--- config.mk ---
export PLATFORM = sky130hd
export DESIGN_NAME = ctrl_seq
export DESIGN_NICKNAME = d
export VERILOG_FILES = /design/src/rtl/ctrl_seq.sv
export SDC_FILE = /design/constraint.sdc
export NUM_CORES = 1
export LEC_CHECK = 0
export CAP_MARGIN = 20
export CORE_ASPECT_RATIO = 0.7
export CORE_UTILIZATION = 42
export DETAILED_ROUTE_END_ITERATION = 6
export PLACE_DENSITY = 0.9
export SETUP_SLACK_MARGIN = 0.3
export SYNTH_ARGS = -nofsm -noshare
export SYNTH_HDL_FRONTEND = slang
export SYNTH_SLANG_ARGS = --single-unit
--- constraint.sdc ---
create_clock -name clk -period 2.2 [get_ports clk]
set_input_delay 0.44 -clock clk [delete_from_list [all_inputs] [get_ports clk]]
set_output_delay 0.44 -clock clk [all_outputs]
set_load 0.005 [all_outputs]
--- src/rtl/ctrl_seq.sv ---
// ctrl_seq: multi-cycle control sequencer for the RV32I core.
// FETCH -> DECODE -> EXEC -> [MEM] -> WB, with a sticky TRAP state.
// Optional build macro CTRL_SEQ_TIMEOUT_EN adds a bus-wait watchdog that
// traps with cause 3 after TIMEOUT_CYCLES consecutive no-ack cycles.
//
// Handshake: a request (if_req / dmem_req) is decoded from the registered
// state only, stays high every cycle until its ack is sampled on a rising
// edge, and drops in the cycle after that ack; acks outside FETCH/MEM are
// ignored.
module ctrl_seq #(
    parameter int TIMEOUT_CYCLES = 256
) (
    input  logic        clk,
    input  logic        rst,
    output logic        if_req,
    input  logic        if_ack,
    input  logic [31:0] if_instr,
    output logic [31:0] ir,
    input  logic        dec_load,
    input  logic        dec_store,
    input  logic        dec_branch,
    input  logic        dec_jalr,
    input  logic        dec_jal,
    input  logic        dec_lui,
    input  logic        dec_auipc,
    input  logic        dec_op_imm,
    input  logic        dec_op,
    input  logic        dec_system,
    input  logic        br_taken,
    output logic        dmem_req,
    output logic        dmem_we,
    input  logic        dmem_ack,
    output logic        rf_we,
    output logic        pc_we,
    output logic [1:0]  pc_sel,
    output logic [1:0]  wb_sel,
    output logic        halt,
    output logic [1:0]  trap_cause,
    output logic [31:0] instret,
    output logic [2:0]  state
);

    typedef enum logic [2:0] {
        S_FETCH  = 3'd0,
        S_DECODE = 3'd1,
        S_EXEC   = 3'd2,
        S_MEM    = 3'd3,
        S_WB     = 3'd4,
        S_TRAP   = 3'd5
    } state_t;

    state_t     state_q;
    state_t     state_d;
    logic [1:0] cause_d;
    logic       timeout_hit;
    logic       any_class;
    logic       writes_rd;

    assign state = state_q;

    assign any_class = dec_load | dec_store | dec_branch | dec_jalr | dec_jal |
                       dec_lui | dec_auipc | dec_op_imm | dec_op | dec_system;

    // Classes that produce a register result; x0 writes are suppressed.
    assign writes_rd = (dec_load | dec_jal | dec_jalr | dec_lui | dec_auipc |
                        dec_op_imm | dec_op) && (ir[11:7] != 5'd0);

`ifdef CTRL_SEQ_TIMEOUT_EN
    logic [31:0] wait_cnt;

    // Consecutive no-ack cycles in FETCH/MEM; any other cycle clears it,
    // so it always starts from zero on entry to a waiting state.
    always_ff @(posedge clk) begin
        if (rst) begin
            wait_cnt <= 32'd0;
        end else if ((state_q == S_FETCH && !if_ack) ||
                     (state_q == S_MEM && !dmem_ack)) begin
            wait_cnt <= wait_cnt + 32'd1;
        end else begin
            wait_cnt <= 32'd0;
        end
    end

    // This cycle is the TIMEOUT_CYCLES-th wait cycle if it also lacks an ack.
    assign timeout_hit = (wait_cnt == 32'(TIMEOUT_CYCLES - 1));
`else
    logic unused_timeout;

    assign timeout_hit    = 1'b0;
    assign unused_timeout = ^TIMEOUT_CYCLES;
`endif

    // Next-state and strobe decode; outputs depend on the registered state.
    always_comb begin
        state_d  = state_q;
        cause_d  = 2'd0;
        if_req   = 1'b0;
        dmem_req = 1'b0;
        dmem_we  = 1'b0;
        rf_we    = 1'b0;
        pc_we    = 1'b0;
        pc_sel   = 2'd0;
        wb_sel   = 2'd0;
        case (state_q)
            S_FETCH: begin
                if_req = 1'b1;
                if (if_ack) begin
                    state_d = S_DECODE;
                end else if (timeout_hit) begin
                    state_d = S_TRAP;
                    cause_d = 2'd3;
                end
            end
            S_DECODE: begin
                if (!any_class || ir[1:0] != 2'b11) begin
                    state_d = S_TRAP;
                    cause_d = 2'd1;
                end else if (dec_system) begin
                    state_d = S_TRAP;
                    cause_d = 2'd2;
                end else begin
                    state_d = S_EXEC;
                end
            end
            S_EXEC: begin
                state_d = (dec_load || dec_store) ? S_MEM : S_WB;
            end
            S_MEM: begin
                dmem_req = 1'b1;
                dmem_we  = dec_store;
                if (dmem_ack) begin
                    state_d = S_WB;
                end else if (timeout_hit) begin
                    state_d = S_TRAP;
                    cause_d = 2'd3;
                end
            end
            S_WB: begin
                pc_we   = 1'b1;
                rf_we   = writes_rd;
                state_d = S_FETCH;
                if (dec_load) begin
                    wb_sel = 2'd1;
                end else if (dec_jal || dec_jalr) begin
                    wb_sel = 2'd2;
                end
                if (dec_jalr) begin
                    pc_sel = 2'd2;
                end else if (dec_jal || (dec_branch && br_taken)) begin
                    pc_sel = 2'd1;
                end
            end
            S_TRAP: begin
                state_d = S_TRAP;
            end
            default: begin
                state_d = S_TRAP;
                cause_d = 2'd1;
            end
        endcase
    end

    // State, instruction register, trap status and retire counter.
    always_ff @(posedge clk) begin
        if (rst) begin
            state_q    <= S_FETCH;
            ir         <= 32'd0;
            halt       <= 1'b0;
            trap_cause <= 2'd0;
            instret    <= 32'd0;
        end else begin
            state_q <= state_d;
            if (state_q == S_FETCH && if_ack) begin
                ir <= if_instr;
            end
            if (state_d == S_TRAP && state_q != S_TRAP) begin
                halt       <= 1'b1;
                trap_cause <= cause_d;
            end
            if (state_q == S_WB) begin
                instret <= instret + 32'd1;
            end
        end
    end

endmodule

Word level (Yosys, flattened, before mapping)
Cells that the tools add are included.

Memory bits (read-only): 0. Input port bits: 47. Memories: 0. Bits in latches: 0. Bits in registers: 70. Bits in writable memories: 0. Output and inout port bits: 79. Logic and storage cells: 61.

Magnitude comparators: 0. Bitwise operators: 15. Add/subtract/negate cells: 1. Equal/unequal tests: 8. Shifts and indexed selects: 0. Multipliers: 0. Multiplexer cells: 20. Div/mod/pow operators: 0. Reductions and logical operators: 12.

Operators by type and width (count): $add 32x1->32 const B (1); $mux 3 (5); $or 1x1->1 (15); $pmux 3 s5 (1); $mux 2 (7); $eq 3x3->1 const B (3); $eq 3x2->1 const B (2); $mux 1 (6); $reduce_bool 5->1 (1); $reduce_or 5->1 (1); $logic_and 1x1->1 (4); $logic_or 1x1->1 (4); $pmux 2 s2 (1); $eq 3x1->1 const B (1); $logic_not 3->1 (1); $ne 3x3->1 const B (1); $ne 2x2->1 const B (1); $logic_not 1->1 (1).

Depth between registers and ports, before layout
Gate-level depths: netlist of run 1.

Depth after elaboration: 15. Mapped depth: 8. Gate-level depth less buffers: 4.

Least setup slack after synthesis of run 1
Ideal clock, no wire load.

Kind: flip-flop to flip-flop. Start point: register instret[3]. End point: register instret[24]. Buffers on the path: 3. Stages on the path, launching flop included: 8. Setup slack: 153 ps. Data required time: 2130 ps. Library setup time: 70 ps. Clock period less this slack: 2047 ps. Data arrival time: 1977 ps. Cells stage by stage: dfxtp_1 and4_1 buf_4 or4b_1 buf_2 buf_6 or4_1 a21oi_1.

Word-level cells in the longest chain between the ends: 1.

Ends and longest elaborated chain: start, declared (RTL line 39) `output logic [31:0] instret,`; start signal, assigned (RTL line 181) `instret <= instret + 32'd1;`; $add 32x1->32 (RTL line 181).

Every way passes these cells. A chain may end at the register's enable or synchronous reset.

Final worst setup path of run 1
Start point: register ir[10]. End point: output rf_we.

Word-level cells in the longest chain between the ends: 3.

Ends and longest elaborated chain: start, declared (RTL line 18) `output logic [31:0] ir,`; start signal, assigned (RTL line 174) `ir <= if_instr;`; $reduce_bool 5->1 (RTL line 66) `dec_op_imm | dec_op) && (ir[11:7] != 5'd0);`; $logic_and 1x1->1 (RTL line 66); $mux 1 (RTL line 104) `case (state_q)`; end, declared (RTL line 33) `output logic rf_we,`.

Every way passes these cells.

==> results of run 1 <==
worst max-delay path, cell delays in order (launching register included):
cell	delay, ps
dfxtp_2	340
or4_4	540
o221a_4	260
clkbuf_2	110
what timing repair did:
action	CTS	global route
endpoints found under the setup margin	25	25
resized for setup	52	51
cloned	2	2
pin swaps	10	16
buffers inserted	16	16
cell type report:
type,instances,share of cell area (%)
multi-input cells,269,33.5
repair buffers,171,31.8
flip-flops and latches,70,27.8
clock buffers,9,2.39
well taps,94,2.27
clock inverters,7,1.88
inverters,6,0.434
cells in the final DEF, fill, tap and decap left out, drive strengths merged, types with 2 or more instances in the layout:
cell / n
and4bb: 2
clkinv: 2
and3: 8
clkinvlp: 2
inv: 7
nor2b: 2
and4: 3
nand3: 12
nand4: 10
a21oi: 55
xor2: 11
nand3b: 2
or4: 15
buf: 47
nand2: 80
and2: 5
dfxtp: 70
o31ai: 14
dlygate4sd2: 10
or3: 5
bufinv: 2
o21ai: 6
or4b: 4
nor4: 2
nor2: 16
clkdlybuf4s15: 2
clkbuf: 11
clkdlybuf4s50: 109
nor3: 4
power breakdown:
part / internal (W) / switching (W) / leakage (nW)
registers: 0.00131 / 0.0000350 / 0.580
clock network: 0.000642 / 0.000522 / 0.106
logic: 0.000243 / 0.000186 / 1.22
total: 0.00219 / 0.000743 / 1.91
metrics by stage:
| step | total power [W] | cells | util [%] | cell area, sq um | setup WS [ps] |
|---|---|---|---|---|---|
| 2_1_floorplan | 0.00150 | 365 | - | 2990 | 216 |
| 3_3_place_gp | 0.00174 | 574 | 64.5 | 4380 | -213 |
| 3_5_place_dp | 0.00175 | 574 | 64.5 | 4380 | -245 |
| 4_1_cts | 0.00291 | 608 | 71.1 | 4830 | 88.1 |
| 5_1_grt | 0.00303 | 626 | 76.5 | 5190 | 136 |
| 6_report | 0.00293 | 626 | 76.5 | 5190 | 149 |
logic make-up (layout without fill, tap and decap cells):
group           count (synthesis)  count (layout)
simple gates                  168             172
compound gates                 84              84
flops                          70              70
buf+inv                        30             193
xor+xnor                       11              11
fa+ha+maj                       1               1
mux                             1               1
per-layer routing:
layer  share of wire [%]  up-vias  GRT usage [%]
met1                  40     1739           34.8
li1                    -     1629              -
met3                 7.9       45           8.00
met4                 2.8        0           10.6
met5                   0        -              0
met2                  49      191           45.2
final timing paths:
kind,endpoint,cells after the start,slack [ps],startpoint
worst max register to register,instret[30],6,270,state[0]
worst max-delay path,rf_we,3,150,ir[10]
worst min register to register,ir[17],2,460,ir[17]
worst min-delay path,ir[17],2,460,ir[17]
state kept, by name, summed over array words and instances (netlist names):
signal / flops
instret: 32
halt: 1
state: 3
ir: 32
trap_cause: 2
==> impl_metrics.env, run 1 <==
export IMPL_outcome="finished, final reports clean"
export IMPL_synth_edff_count=0
export IMPL_ys_seq_elements=70
export IMPL_gp_congestion=0.771
export IMPL_clk_latency_ps=350
export IMPL_synth_top_family_by_area="simple AND/OR/NAND/NOR gates"
export IMPL_io_pins=126
export IMPL_seq_area_frac_synth_pct=47.2
export IMPL_fmax_mhz=487
export IMPL_leakage_nw=1.91
export IMPL_worst_slew_pin_slew_ps=726
export IMPL_synthArstFlopShare_pct=0
export IMPL_cts_made_buffers=9
export IMPL_grt_max_degree=36
export IMPL_synth_xor_area_share_pct=3.25
export IMPL_viasPerCell=5.76
export IMPL_avgSynthCellArea_sq_um=8.13
export IMPL_grt_pass1_vias=3212
export IMPL_synth_common_cells="80 x nand2_1, 70 x dfxtp_1, 55 x a21oi_1"
export IMPL_synth_most_common_cell="nand2_1"
export IMPL_clock_skew_ps=10.7
export IMPL_power_density_nw_per_um2=565
export IMPL_maxCapViolations=0
export IMPL_h_tree_depth=3
export IMPL_whs_ps=457
export IMPL_tns_ps=0
export IMPL_grt_util_all_layers_pct=27.7
export IMPL_drtIter0Drc=357
export IMPL_clockBufferDepth=2
export IMPL_path_clk_slew_ps=80
export IMPL_multi_input_area_sq_um=1740
export IMPL_core_rowCount=25
export IMPL_synth_top_area_share_pct=47.2
export IMPL_ys_warn_count=0
export IMPL_synth_flop_cell="dfxtp_1"
export IMPL_grt_pass1_wl_um=15800
export IMPL_first_pass_iters=5
export IMPL_vdd_ir_drop_worst_v=0.000364
export IMPL_critPathLaunchType="register"
export IMPL_cts_root_buffer="clkbuf_8"
export IMPL_setup_viol=0
export IMPL_cts_tree="done"
export IMPL_synth_mux_area_share_pct=0.379
export IMPL_dr_total_vias=3604
export IMPL_hold_violations=0
export IMPL_place_hpwl_um=6450
export IMPL_rsz0062_at_grt="yes"
export IMPL_die_height_um=72.3
export IMPL_fp_coreArea_sq_um=6790
export IMPL_period_share_pct=93.2
export IMPL_grt_overflow=0
export IMPL_chipWidth_um=102
export IMPL_routedWlPerCell_um=18.0
export IMPL_nets=575
export IMPL_synthToLayoutAreaGrowth_pct=74.9
export IMPL_drc_errors=0
export IMPL_required_ps=1760
export IMPL_drt_total_wl_um=11300
export IMPL_synth_area_sq_um=2970
export IMPL_slew_violations=0
export IMPL_clock_sinks=70
export IMPL_register_area_sq_um=1440
export IMPL_synth_simple_area_share_pct=28.1
export IMPL_critPathKind="reg2out"
export IMPL_hold_class="reg2reg"
export IMPL_ant_nets=0
export IMPL_crit_path_end_kind="output pin"
export IMPL_cp_data_arrival_time_ps=1610
export IMPL_diodes=0
export IMPL_die_area_sq_um=7410
export IMPL_synthCells=365
export IMPL_antenna_found_initial=0
export IMPL_worstPathMaxFanout=2
export IMPL_synth_area_leaders="dfxtp_1 47%, nand2_1 10%, a21oi_1 9.3%"
export IMPL_hold_buffers=0
export IMPL_fillers=458
export IMPL_synth_area_leader_cell="dfxtp_1"
export IMPL_start_util_pct=43.7
export IMPL_synth_distinct_cells=38
export IMPL_drive_gt1_share_pct=23.9
export IMPL_slew_headroom_pct=51.6
export IMPL_synth_compound_area_share_pct=16.4
export IMPL_synth_fp_nets=413
export IMPL_finalCriticalPeriod_ps=2050
export IMPL_synth_fa_ha_area_share_pct=0.422
export IMPL_port_buffers=125
(Power assumes the default switching activity.)
==> run 2, diff against run 1 <==
Settings changed: CORE_MARGIN set to 2, SLEW_MARGIN set to 20.
Clock period 2.2 ns to 1.9 ns, I/O delays scaled along.
==> run 2 against run 1 <==
  * The run now ends with design-rule violations, negative setup slack left
  * Clock skew up 0.92 ps
  * Sequential power grew 16%
  * Die area is 4.8% higher
  * Final area rose by 6.0%
  * Clock power is 20% higher
  * Global-route usage increased by 2.0 points
  * Critical endpoint is now instret[21]
==> impl_metrics.env, run 2 (synthesis results as in run 1) <==
export IMPL_dpl_instance_area_sq_um=4550
export IMPL_clkPwrFrac_pct=40.1
export IMPL_fp_coreArea_sq_um=6790
export IMPL_hold_class="reg2reg"
export IMPL_power_density_nw_per_um2=631
export IMPL_dr_total_vias=3909
export IMPL_cts_root_buffer="clkbuf_8"
export IMPL_drtIter0Drc=355
export IMPL_cts_tree="done"
export IMPL_synthToLayoutAreaGrowth_pct=85.5
export IMPL_crit_path_end_kind="register"
export IMPL_outcome="finished with violations"
export IMPL_nets=602
export IMPL_pwr_share_seq_pct=45.0
export IMPL_p_sw_share_pct=26.7
export IMPL_leakage_nw=2.66
export IMPL_critPathKind="reg2reg"
export IMPL_cts_made_buffers=9
export IMPL_fmax_mhz=459
export IMPL_grt_pass1_wl_um=18100
export IMPL_period_share_pct=115
export IMPL_finalCriticalPeriod_ps=2180
export IMPL_start_util_pct=43.7
export IMPL_pre_cts_ws_ps=-454
export IMPL_gp_congestion=0.799
export IMPL_drt_total_wl_um=13900
export IMPL_slew_violations=0
export IMPL_clockBufferDepth=2
export IMPL_clock_skew_ps=11.6
export IMPL_first_pass_iters=7
export IMPL_viasPerCell=5.99
export IMPL_hold_buffers=0
export IMPL_antenna_found_initial=0
export IMPL_p_int_w=0.00255
export IMPL_maxCapViolations=0
export IMPL_cp_startpoint="instret[10]"
export IMPL_grt_overflow=0
export IMPL_core_rowCount=25
export IMPL_reg2reg_from="instret[10]"
export IMPL_io_pins=126
export IMPL_required_ps=2150
export IMPL_layout_commonest_cell="nand2_1"
export IMPL_violations="design-rule violations, negative setup slack"
export IMPL_die_area_sq_um=7770
export IMPL_port_buffers=125
export IMPL_grt_pass1_vias=3545
export IMPL_drc_errors=2
export IMPL_rsz0062_at_grt="yes"
export IMPL_slew_headroom_pct=57.4
export IMPL_fillers=367
export IMPL_clock_sinks=70
export IMPL_stdcell_count=653
export IMPL_worstPathMaxFanout=6
export IMPL_diodes=0
export IMPL_routedWlPerCell_um=21.3
export IMPL_worst_slack_ps=-280
export IMPL_worst_slew_pin_slew_ps=640
export IMPL_layout_common_cells="78 x nand2_1, 55 x buf_4, 50 x a21oi_1, 49 x clkdlybuf4s50_1, 43 x dfxtp_2"
export IMPL_cp_data_arrival_time_ps=2430
export IMPL_die_height_um=74.3
export IMPL_design_area_sq_um=5500
export IMPL_clk_latency_ps=370
export IMPL_drive_gt1_share_pct=35.8
export IMPL_critPathLaunchType="register"
export IMPL_grt_util_all_layers_pct=29.8
export IMPL_chipWidth_um=104
export IMPL_setup_viol=13
export IMPL_hold_violations=0
export IMPL_path_clk_slew_ps=80
export IMPL_vdd_ir_drop_worst_v=0.000449
export IMPL_place_hpwl_um=6970
export IMPL_grt_max_degree=32
export IMPL_hp_start="ir[31]"
export IMPL_ant_nets=0
export IMPL_comb_power_share_pct=14.8
export IMPL_p_switching_w=0.000927
export IMPL_dp_cells=600
export IMPL_h_tree_depth=3
==> run 2: cell count changes in the layout (fill, tap and decap cells not counted), sizes merged <==
cell / change
clkdlybuf4s50: -60
buf: +35
dlygate4sd2: +29
dlymetal6s2s: +26
clkdlybuf4s15: -2
clkinv: -1
clkinvlp: -1
inv: +1
==> run 2: worst paths after layout <==
kind | endpoint | cells after the start | slack [ps]
worst max register to register | instret[21] | 5 | -280
worst max-delay path | instret[21] | 5 | -280
worst min-delay path | ir[31] | 2 | 450
worst min register to register | ir[31] | 2 | 450
==> run 2: per-layer routing <==
layer / track usage (%) / share of wire, %
met4: 13.4 / 5.4
met2: 49.2 / 47
met1: 35.3 / 37
met3: 11.4 / 10
met5: 0 / 0
==> run 2: per-stage QoR <==
stage,hold WS [ps],utilization [%],TNS [ps],total power (W)
floorplan,453,-,-240,0.00174
finish,452,81.1,-951,0.00347
global route,481,81.1,-1380,0.00356
detailed placement,446,67.0,-1650,0.00204
CTS,457,75.7,-114,0.00339
global placement,441,67.0,-1010,0.00202
==> run 2: critical path, stage by stage, from the launching register on <==
cell,delay [ps]
dfxtp_2,340
nand4_1,210
buf_4,210
or4b_4,580
or4_1,470
a21oi_1,260
==> run 2: repair_timing <==
action	CTS	global route
pin swaps	30	19
setup endpoints to repair	86	68
setup buffers	20	13
gates resized for setup	165	73
cloned	3	1
==> run 2: power by group through the flow <==
stage / Sequential, W / Combinational, W / Clock (W)
5_1_grt: 0.00157 / 0.000547 / 0.00144
3_5_place_dp: 0.00159 / 0.000452 / 0
6_report: 0.00156 / 0.000515 / 0.00139
2_1_floorplan: 0.00159 / 0.000148 / 0
3_3_place_gp: 0.00159 / 0.000440 / 0
4_1_cts: 0.00155 / 0.000467 / 0.00137
==> run 2: layout make-up <==
cell class	instances	area [sq um]	area share [%]
Clock inverter	6	93.8	1.70
Timing Repair Buffer	198	1880	34.1
Clock buffer	10	128	2.32
Sequential cell	70	1470	26.8
Inverter	6	22.5	0.409
Tap cell	94	118	2.14
Multi-Input combinational cell	269	1790	32.6
==> run 3, diff against run 2 <==
Settings changed: TNS_END_PERCENT set to 5.
Clock period 1.9 ns to 2.8 ns, I/O delays scaled along.
==> run 3 against run 2 <==
  * The run now ends clean
  * Worst hold slack better by 1.6 ps
  * First-iteration DRC count down 51%
  * Sequential power down 32%
  * Largest cell class is now multi-input gates
  * Total power down 39%
  * Flip-flop and latch count unchanged
  * Critical path depth unchanged
==> impl_metrics.env, run 3 (synthesis results as in run 1) <==
export IMPL_finalCriticalPeriod_ps=2460
export IMPL_fmax_mhz=407
export IMPL_layout_common_cells="123 x clkdlybuf4s50_1, 80 x nand2_1, 68 x dfxtp_1, 55 x a21oi_1"
export IMPL_critPathKind="in2out"
export IMPL_core_rowCount=25
export IMPL_worstPathMaxFanout=2
export IMPL_drt_total_wl_um=8790
export IMPL_chipWidth_um=104
export IMPL_leakage_nw=1.57
export IMPL_path_clk_slew_ps=60
export IMPL_grt_overflow=0
export IMPL_crit_path_end_kind="output pin"
export IMPL_h_tree_depth=3
export IMPL_critPathLaunchType="input port"
export IMPL_hold_class="reg2reg"
export IMPL_slew_headroom_pct=51.1
export IMPL_start_util_pct=43.7
export IMPL_layout_commonest_cell="clkdlybuf4s50_1"
export IMPL_cp_slowest_cell="clkdlybuf4s50_1"
export IMPL_worst_slew_pin_slew_ps=733
export IMPL_vdd_ir_drop_worst_v=0.000300
export IMPL_finalPower_w=0.00213
export IMPL_io_pins=126
export IMPL_cts_root_buffer="clkbuf_8"
export IMPL_fp_coreArea_sq_um=6790
export IMPL_grt_pass1_wl_um=13400
export IMPL_grt_util_all_layers_pct=21.6
export IMPL_cp_data_arrival_time_ps=1900
export IMPL_viasPerCell=5.31
export IMPL_hold_violations=0
export IMPL_nets=533
export IMPL_place_hpwl_um=6370
export IMPL_dr_total_vias=3096
export IMPL_worst_slack_ps=342
export IMPL_tns_ps=0
export IMPL_setup_viol=0
export IMPL_grt_max_degree=41
export IMPL_drc_errors=0
export IMPL_drtIter0Drc=173
export IMPL_first_pass_iters=4
export IMPL_power_density_nw_per_um2=475
export IMPL_synthToLayoutAreaGrowth_pct=51.5
export IMPL_clk_latency_ps=340
export IMPL_grt_pass1_vias=2873
export IMPL_cts_made_buffers=9
export IMPL_clockBufferDepth=2
export IMPL_required_ps=2240
export IMPL_maxCapViolations=0
export IMPL_diodes=0
export IMPL_crit_buf_inv=2
export IMPL_pre_cts_ws_ps=128
export IMPL_drive_gt1_share_pct=6.34
export IMPL_gp_congestion=0.788
export IMPL_clock_sinks=70
export IMPL_antenna_found_initial=0
export IMPL_critPathMaxStageDelay_ps=420
export IMPL_port_buffers=125
export IMPL_die_height_um=74.3
export IMPL_routedWlPerCell_um=15.1
export IMPL_outcome="finished, final reports clean"
export IMPL_rsz0062_at_grt="yes"
export IMPL_slew_violations=0
export IMPL_cts_tree="done"
export IMPL_period_share_pct=87.8
export IMPL_die_area_sq_um=7770
export IMPL_clock_skew_ps=8.43
export IMPL_cpLargestDelayFamily="buffers and inverters"
export IMPL_cp_cell_sequence="clkdlybuf4s50_1 > nor4_2 > nand2_1 > o221a_2 > dlygate4sd2_1"
export IMPL_ant_nets=0
==> run 3: cell types whose count changed in the layout (fill, tap and decap cells not counted), sizes merged <==
cell	change
clkdlybuf4s50	+74
buf	-73
dlygate4sd2	-38
dlymetal6s2s	-27
or4b	-3
inv	-2
and4bb	-1
bufinv	-1
clkinv	+1
==> run 3: path summary, 6_finish.rpt <==
| check | end | from | cells past startpoint | slack [ps] |
|---|---|---|---|---|
| max | rf_we | dec_op | 5 | 340 |
| min | ir[30] | ir[30] | 2 | 450 |
| max reg2reg | instret[30] | instret[13] | 4 | 700 |
| min reg2reg | ir[30] | ir[30] | 2 | 450 |
==> run 3: area by class of cell <==
type / instances / area [sq um]
Fill cell: 560 / 2290
Multi-Input combinational cell: 265 / 1460
Sequential cell: 70 / 1400
Timing Repair Buffer: 133 / 1310
Clock buffer: 11 / 141
Tap cell: 94 / 118
Clock inverter: 4 / 47.5
Inverter: 6 / 22.5
==> run 3: timing repair <==
action	4_1_cts	5_1_grt
hold buffers	0	0
endpoints found under the setup margin	4	12
pin swaps	1	1
cloned	0	0
gates resized for setup	4	3
buffers inserted	0	3
==> run 3: metrics by stage <==
| stage | hold WS [ps] | utilization [%] | std cells | instance area (sq um) |
|---|---|---|---|---|
| after floorplan | 453 | - | 365 | 2970 |
| after CTS | 456 | 65.8 | 580 | 4470 |
| final | 454 | 66.2 | 583 | 4500 |
| after detailed placement | 448 | 62.9 | 565 | 4270 |
| after global routing | 481 | 66.2 | 583 | 4500 |
| after global placement | 441 | 62.9 | 565 | 4270 |
==> run 3: metal layers <==
| metal | track usage [%] | routed length, um | vias up |
|---|---|---|---|
| met4 | 9.31 | 127 | 0 |
| met3 | 7.36 | 558 | 10 |
| li1 | - | - | 1528 |
| met5 | 0 | 0 | - |
| met2 | 36.1 | 4260 | 102 |
| met1 | 25.9 | 3840 | 1456 |
==> run 3: power breakdown <==
group	internal [W]	switching (W)	leakage, nW
logic	0.000168	0.000118	0.909
clock network	0.000428	0.000358	0.0952
registers	0.00103	0.0000287	0.570
total	0.00163	0.000505	1.57
==> run 3: worst min-delay path: cells and delay by family (launching register included) <==
| family | cells | cell delay [ps] |
|---|---|---|
| AOI/OAI and AO/OA | 1 | 50 |
| DFF | 1 | 310 |
| and+or+nand+nor | 1 | 50 |
